--- src/rtl/pipe_hazard_ctrl.sv ---
// Pipeline hazard controller: boot hold-off, load-use/branch bubbles, data-memory stall.
// Optional perf counters (stall_cycles, flush_count) enabled by defining HAZ_PERF_CNT_EN.
module pipe_hazard_ctrl #(
  parameter int BOOT_CYCLES = 4
) (
  input  logic        clk,
  input  logic        rst_n,
  input  logic [4:0]  rs1_raddr,
  input  logic [4:0]  rs2_raddr,
  input  logic [4:0]  rd_waddr_EX,
  input  logic        memread_EX,
  input  logic        branch_valid,
  input  logic        jalr_ID,
  input  logic        dmem_req,
  input  logic        dmem_ready,
  output logic        pc_running,
  output logic        keep_instr,
  output logic        bubble_EX,
  output logic        stall_all,
  output logic        jalr_EX,
  output logic        jalr_M,
  output logic [31:0] stall_cycles,
  output logic [31:0] flush_count
);

  typedef enum logic [1:0] {BOOT, RUN, MEM_WAIT} state_t;

  localparam logic [3:0] BOOT_LAST = 4'(BOOT_CYCLES - 1);

  state_t     state, state_nxt;
  logic [3:0] boot_cnt;
  logic       load_use;

  assign load_use = memread_EX && (rd_waddr_EX != 5'd0) &&
                    ((rd_waddr_EX == rs1_raddr) || (rd_waddr_EX == rs2_raddr));

  always_ff @(posedge clk) begin
    if (!rst_n) begin
      state    <= BOOT;
      boot_cnt <= 4'd0;
    end else begin
      state <= state_nxt;
      if (state == BOOT) boot_cnt <= boot_cnt + 4'd1;
    end
  end

  always_comb begin
    state_nxt  = state;
    pc_running = 1'b0;
    stall_all  = 1'b0;
    keep_instr = 1'b0;
    bubble_EX  = 1'b0;
    case (state)
      BOOT: if (boot_cnt == BOOT_LAST) state_nxt = RUN;
      RUN: begin
        pc_running = 1'b1;
        if (dmem_req && !dmem_ready) begin
          stall_all = 1'b1;
          state_nxt = MEM_WAIT;
        end
      end
      MEM_WAIT: begin
        pc_running = 1'b1;
        // the ready cycle completes the access, so the pipeline advances on it
        if (dmem_ready) state_nxt = RUN;
        else            stall_all = 1'b1;
      end
      default: state_nxt = BOOT;
    endcase
    if (state != BOOT) begin
      if (stall_all) begin
        keep_instr = 1'b1;
      end else if (branch_valid) begin
        bubble_EX  = 1'b1;
      end else if (state == RUN && load_use) begin
        keep_instr = 1'b1;
        bubble_EX  = 1'b1;
      end
    end
    // outputs read as idle while reset is held, not only after its edge
    if (!rst_n) begin
      pc_running = 1'b0;
      stall_all  = 1'b0;
      keep_instr = 1'b0;
      bubble_EX  = 1'b0;
    end
  end

  always_ff @(posedge clk) begin
    if (!rst_n) begin
      jalr_EX <= 1'b0;
      jalr_M  <= 1'b0;
    end else if (!stall_all) begin
      jalr_EX <= jalr_ID && !keep_instr && !branch_valid;
      jalr_M  <= jalr_EX;
    end
  end

`ifdef HAZ_PERF_CNT_EN
  logic [31:0] stall_q, flush_q;

  always_ff @(posedge clk) begin
    if (!rst_n) begin
      stall_q <= 32'd0;
      flush_q <= 32'd0;
    end else begin
      if (keep_instr && state != BOOT && stall_q != 32'hFFFF_FFFF) stall_q <= stall_q + 32'd1;
      if (branch_valid && !stall_all && flush_q != 32'hFFFF_FFFF) flush_q <= flush_q + 32'd1;
    end
  end

  assign stall_cycles = stall_q;
  assign flush_count  = flush_q;
`else
  assign stall_cycles = 32'd0;
  assign flush_count  = 32'd0;
`endif

endmodule
--- config.mk ---
export PLATFORM = sky130hd
export DESIGN_NAME = pipe_hazard_ctrl
export DESIGN_NICKNAME = d
export VERILOG_FILES = /design/src/rtl/pipe_hazard_ctrl.sv
export SDC_FILE = /design/constraint.sdc
export NUM_CORES = 1
export LEC_CHECK = 0
export CORE_MARGIN = 4
export CORE_UTILIZATION = 55
export CTS_BUF_LIST = sky130_fd_sc_hd__clkbuf_8
export CTS_CLUSTER_SIZE = 10
export DETAILED_ROUTE_END_ITERATION = 16
export DONT_BUFFER_PORTS = 1
export HOLD_SLACK_MARGIN = 0.03
export PLACE_DENSITY_LB_ADDON = 0.08
export SYNTH_ARGS = -nofsm -noshare
export SYNTH_HDL_FRONTEND = slang
export SYNTH_SLANG_ARGS = --single-unit
--- constraint.sdc ---
create_clock -name clk -period 2.03 [get_ports clk]
set_clock_uncertainty 0.2 [all_clocks]
set_input_delay 0.3045 -clock clk [delete_from_list [all_inputs] [get_ports clk]]
set_output_delay 0.3045 -clock clk [all_outputs]
set_load 0.02 [all_outputs]
==> impl_metrics.env, run 1 <==
export IMPL_maxCapViolCount=0
export IMPL_cp_arrival_ns=1.44
export IMPL_area_share_of_the_largest_cell_type_after_synthesis_pct=44.2
export IMPL_portBuffers=0
export IMPL_setup_violations_final=0
export IMPL_ys_ff_latch=8
export IMPL_synth_seq_area_share_pct=14.7
export IMPL_place_hpwl_mm=1.57
export IMPL_vdd_ir_drop_max_mv=0.522
export IMPL_area_sequential_um2=163
export IMPL_dr_vias_cell=4.00
export IMPL_detailedRoute_firstPassIterationCount=2
export IMPL_synth_compound_area_share_pct=8.63
export IMPL_post_dp_cell_area_um2=877
export IMPL_pre_cts_ws_ns=0.0928
export IMPL_final_slew_viol_count=0
export IMPL_ys_async_sr_fraction_pct=0
export IMPL_syn_mean_instance_area_um2=8.18
export IMPL_synthTopCellsByArea="buf_4 (44%), dfxtp_1 (15%), xor2_1 (9.7%)"
export IMPL_worstReg2RegStart="state[0]"
export IMPL_num_antenna_cells=0
export IMPL_cts_reportedPaths_clkPinSlew_ns=0.04
export IMPL_initial_core_utilization_pct=60.3
export IMPL_timing_hold_violations_final=0
export IMPL_areaGrowthSynthToFinish_pct=-10.1
export IMPL_rows=15
export IMPL_worst_slack_ns=0.0854
export IMPL_design_final_nets=166
export IMPL_synthesis_instances=133
export IMPL_dieWidth_um=52.5
export IMPL_crit_path_start="state[1]"
export IMPL_p_leak_nw=0.505
export IMPL_synth_simple_area_share_pct=13.0
export IMPL_post_synth_top_area_cell="buf_4"
export IMPL_post_route_util_pct=54.2
export IMPL_multiInputGateArea_um2=691
export IMPL_share_of_synthesized_area_spent_on_multiplexers_pct=1.84
export IMPL_clock_tree_from_tritoncts="built"
export IMPL_power_density_nw_per_um2=789
export IMPL_wl_per_cell_um=11.2
export IMPL_floorplan_die_height_um=52.5
export IMPL_first_global_vias=547
export IMPL_ctsHtreeMaxLevel=1
export IMPL_drive_gt1_share_pct=14.5
export IMPL_route_detailed_drc=0
export IMPL_outcome="complete, no violations"
export IMPL_drt_first_iter_violations=3
export IMPL_finish_instance_area_um2=977
export IMPL_place_congestion=0.642
export IMPL_gr_total_overflow=0
export IMPL_grt_start_max_net_pins=9
export IMPL_synth_edf_count=0
export IMPL_fin_crit_share_pct=95.8
export IMPL_layout_filler_cells=182
export IMPL_rsz0062_at_grt="no"
export IMPL_drt_wl_total_mm=1.83
export IMPL_synth_main_ff_cell="dfxtp_1"
export IMPL_count_of_clock_tree_sinks=8
export IMPL_synth_adder_area_share_pct=4.60
export IMPL_worst_setup_path_start_kind="register"
export IMPL_yosysMostFrequentCell="buf_4"
export IMPL_grt_antenna_before_repair=0
export IMPL_die_area_um2=2750
export IMPL_hold_path_startpoint="rst_n"
export IMPL_core_area_um2=1800
export IMPL_post_synth_most_frequent_cells="buf_4 (64), xor2_1 (12), nor2_1 (10)"
export IMPL_critPathKind="register to output pin"
export IMPL_clk_latency_ns=0.22
export IMPL_worst_setup_path_end_kind="output pin"
export IMPL_grt_usage_pct=11.4
export IMPL_worstHoldPathCells=2
export IMPL_postRouteAntennaNets=0
export IMPL_hold_path_class="input port to register"
export IMPL_vias=652
export IMPL_cp_data_required_time_ns=1.53
export IMPL_largest_family_of_logic_cells_by_synthesized_area="buffers and inverters"
export IMPL_ys_warnings_count=0
export IMPL_final_setup_tns_ns=0
export IMPL_crit_fanout=5
export IMPL_max_freq_mhz=514
export IMPL_number_of_buffers_created_by_cts=3
export IMPL_ys_types=31
export IMPL_synth_cell_area_um2=1090
export IMPL_grt_first_pass_wirelength_mm=2.36
export IMPL_post_synth_xor_area_fraction_pct=10.5
export IMPL_worst_r2r_path_depth=6
export IMPL_post_layout_min_period_ns=1.94
export IMPL_cts_root_buffer="clkbuf_8"
export IMPL_io_pins=92
export IMPL_clk_path_buf_depth=2
export IMPL_holdWs_ns=0.0435
-- state kept, by name, indices dropped and copies added (netlist names) --
| name | count |
|---|---|
| boot_cnt | 4 |
| jalr_EX | 1 |
| jalr_M | 1 |
| state | 2 |
-- power by group --
| part | total (mW) | switching [mW] | internal, mW |
|---|---|---|---|
| clock | 0.185 | 0.0570 | 0.128 |
| sequential | 0.229 | 0.0339 | 0.195 |
| combinational | 0.357 | 0.241 | 0.116 |
| total | 0.771 | 0.332 | 0.438 |
-- placed cells by master, fill, tap and decap left out, drive strengths merged, types with 2 or more instances in the layout --
cell type / netlist / final
nor3: 4 / 4
a21oi: 2 / 2
inv: 5 / 5
conb: 1 / 64
and2: 2 / 2
buf: 65 / 3
mux2i: 2 / 2
dfxtp: 8 / 8
nor3b: 2 / 2
clkbuf: 0 / 3
ha: 4 / 4
nor2: 10 / 10
xor2: 12 / 12
-- cells by family (layout without fill, tap and decap cells) --
kind of cell	count (synthesis)	count (layout)
buf+inv	70	12
simple gates	25	25
xor+xnor	13	13
compound gates	10	10
flops	8	8
fa+ha+maj	4	4
mux	2	2
other cells	1	64
-- layer usage --
| layer | share of wire (%) | GRT usage (%) | wire, um | vias up |
|---|---|---|---|---|
| li1 | - | - | - | 315 |
| met5 | 0 | 0 | 0 | - |
| met3 | 12 | 2.85 | 221 | 2 |
| met4 | 0.77 | 5.11 | 14 | 0 |
| met2 | 57 | 23.3 | 1040 | 47 |
| met1 | 30 | 9.88 | 551 | 288 |
-- through the flow --
stage,instances,power (mW)
detailed placement,157,0.561
floorplan,196,0.610
finish,163,0.771
global route,163,0.826
global placement,157,0.553
CTS,163,0.766
-- what timing repair did --
item | 4_1_cts | 5_1_grt
hold endpoints to repair | 1 | 0
setup buffers | 2 | 0
hold buffers | 1 | 0
pin swaps | 0 | 1
gates resized for setup | 4 | 6
endpoints found under the setup margin | 3 | 4
-- critical path, stage by stage (launching register included) --
cell and delay, ns:
dfxtp_2 0.34, inv_1 0.06, ha_1 0.28, nor3b_4 0.30
o211a_4 0.24
-- final timing paths --
check / endpoint / slack [ns]
setup / recovery: keep_instr / 0.09
hold / removal: jalr_EX / 0.04
setup reg to reg: jalr_EX / 0.11
hold reg to reg: state[0] / 0.31
-- final cells by class --
class                      instances  area share (%)
tap                               25            3.20
sequential                         8            16.6
inverter                           5            1.92
multi-input combinational        118            70.7
clock buffer                       3            4.23
timing repair buffer               4            3.33
Power figures use the tool's default switching activity.
==> run 2, diff against run 1 <==
--- a/config.mk
+++ b/config.mk
@@ -6,8 +6,7 @@
 export NUM_CORES = 1
 export LEC_CHECK = 0
 export CORE_MARGIN = 4
-export CORE_UTILIZATION = 55
-export CTS_BUF_LIST = sky130_fd_sc_hd__clkbuf_8
+export CORE_UTILIZATION = 35
 export CTS_CLUSTER_SIZE = 10
 export DETAILED_ROUTE_END_ITERATION = 16
 export DONT_BUFFER_PORTS = 1
==> run 2 against run 1 <==
  * Register-to-register slack gained 0.03 ns
  * Cell count increased by 4.9%
  * Critical path depth grew 2
  * Global-route usage down 3.2 points
  * Critical path type unchanged
  * Largest cell class unchanged
  * Highest routed layer is now met3
==> impl_metrics.env, run 2 (same netlist as run 1, synthesis figures left out) <==
export IMPL_drt_wl_total_mm=1.93
export IMPL_post_dp_cell_area_um2=885
export IMPL_vdd_ir_drop_max_mv=0.420
export IMPL_place_congestion=0.706
export IMPL_drive_gt1_share_pct=20.0
export IMPL_num_antenna_cells=0
export IMPL_wl_per_cell_um=11.3
export IMPL_postRouteAntennaNets=0
export IMPL_largest_register_ff_count=4
export IMPL_place_hpwl_mm=1.61
export IMPL_design_final_nets=168
export IMPL_post_placement_cell_count=163
export IMPL_grt_antenna_before_repair=0
export IMPL_floorplan_die_height_um=63.7
export IMPL_finish_instance_area_um2=1040
export IMPL_dr_vias_cell=3.80
export IMPL_portBuffers=0
export IMPL_first_global_vias=579
export IMPL_initial_core_utilization_pct=38.1
export IMPL_cp_arrival_ns=1.47
export IMPL_fin_crit_share_pct=97.3
export IMPL_count_of_clock_tree_sinks=8
export IMPL_holdWs_ns=0.0927
export IMPL_final_slew_viol_count=0
export IMPL_io_pins=92
export IMPL_maxCapViolCount=0
export IMPL_most_common_library_cell_in_the_layout_ignoring_fill_and_taps="conb_1"
export IMPL_cp_data_required_time_ns=1.53
export IMPL_critPathKind="register to output pin"
export IMPL_power_density_nw_per_um2=742
export IMPL_gr_total_overflow=0
export IMPL_max_freq_mhz=506
export IMPL_post_layout_min_period_ns=1.97
export IMPL_pre_cts_ws_ns=0.101
export IMPL_hold_path_class="input port to register"
export IMPL_timing_hold_violations_final=0
export IMPL_clock_tree_from_tritoncts="built"
export IMPL_detailedRoute_firstPassIterationCount=2
export IMPL_worst_setup_path_end_kind="output pin"
export IMPL_rows=19
export IMPL_drt_first_iter_violations=2
export IMPL_cts_root_buffer="clkbuf_4"
export IMPL_dieWidth_um=63.7
export IMPL_rsz0062_at_grt="yes"
export IMPL_grt_usage_pct=8.17
export IMPL_number_of_buffers_created_by_cts=3
export IMPL_clk_path_buf_depth=2
export IMPL_clk_latency_ns=0.25
export IMPL_final_cell_mix="conb_1 (64), xor2_1 (12), nor2_1 (9)"
export IMPL_outcome="complete, no violations"
export IMPL_areaGrowthSynthToFinish_pct=-4.49
export IMPL_worst_setup_path_start_kind="register"
export IMPL_power_uw=771
export IMPL_route_detailed_drc=0
export IMPL_worst_slack_ns=0.0553
export IMPL_regMostFlops="boot_cnt"
export IMPL_core_area_um2=2850
export IMPL_p_leak_nw=0.515
export IMPL_crit_fanout=5
export IMPL_ctsHtreeMaxLevel=1
export IMPL_grt_start_max_net_pins=9
export IMPL_die_area_um2=4060
export IMPL_layoutNonFillerInstCount=171
export IMPL_cts_reportedPaths_clkPinSlew_ns=0.05
export IMPL_grt_first_pass_wirelength_mm=2.68
export IMPL_vias=649
export IMPL_reg_top3="boot_cnt x4, state x2"
export IMPL_setup_violations_final=0
-- run 2: per-layer routing --
layer  up-vias  track usage [%]  routed length [um]
met5         -                0                   0
met4         0             2.43                   0
met3         0             1.93                 204
met2        45             15.9                1070
met1       287             8.60                 653
li1        317                -                   -
-- run 2: repair_timing --
item                                    in CTS  in global routing
hold buffers                                 1                  0
gates cloned                                 0                  0
endpoints found under the hold margin        2                  0
endpoints found under the setup margin       3                  4
pin swaps                                    0                  4
buffers inserted                             2                  2
gates resized for setup                      6                 17
-- run 2: final cells by class --
cell class	count	area, um^2
Inverter	5	23.8
Tap cell	31	38.8
Multi-Input combinational cell	118	738
Sequential cell	8	168
Fill cell	307	1810
Timing Repair Buffer	6	47.5
Clock buffer	3	22.5
-- run 2: path summary, 6_finish.rpt --
check | start | endpoint | slack (ns) | depth (start not counted)
worst min-delay path | rst_n | jalr_EX | 0.09 | 2
worst max register to register | state[1] | jalr_EX | 0.14 | 7
worst min register to register | boot_cnt[3] | boot_cnt[3] | 0.31 | 2
worst max-delay path | state[1] | bubble_EX | 0.06 | 6
-- run 2: power by group --
group,internal (mW),switching [mW],total [mW],leakage (nW)
Combinational,0.153,0.260,0.413,0.434
Sequential,0.196,0.0428,0.239,0.0671
Clock,0.0674,0.0506,0.118,0.0138
-- run 2: per-stage QoR --
stage	utilization [%]	setup TNS (ns)
after floorplan	-	0
after global placement	31.0	0
after detailed placement	31.0	0
after CTS	33.6	0
after global routing	36.4	-0.0203
final	36.4	0
-- run 2: critical path, stage by stage (launching register included) --
cell and delay [ns]:
dfxtp_4 0.37, inv_4 0.05, ha_4 0.16, a21oi_4 0.17
nor3b_4 0.08, nor3_2 0.16, o21a_2 0.22
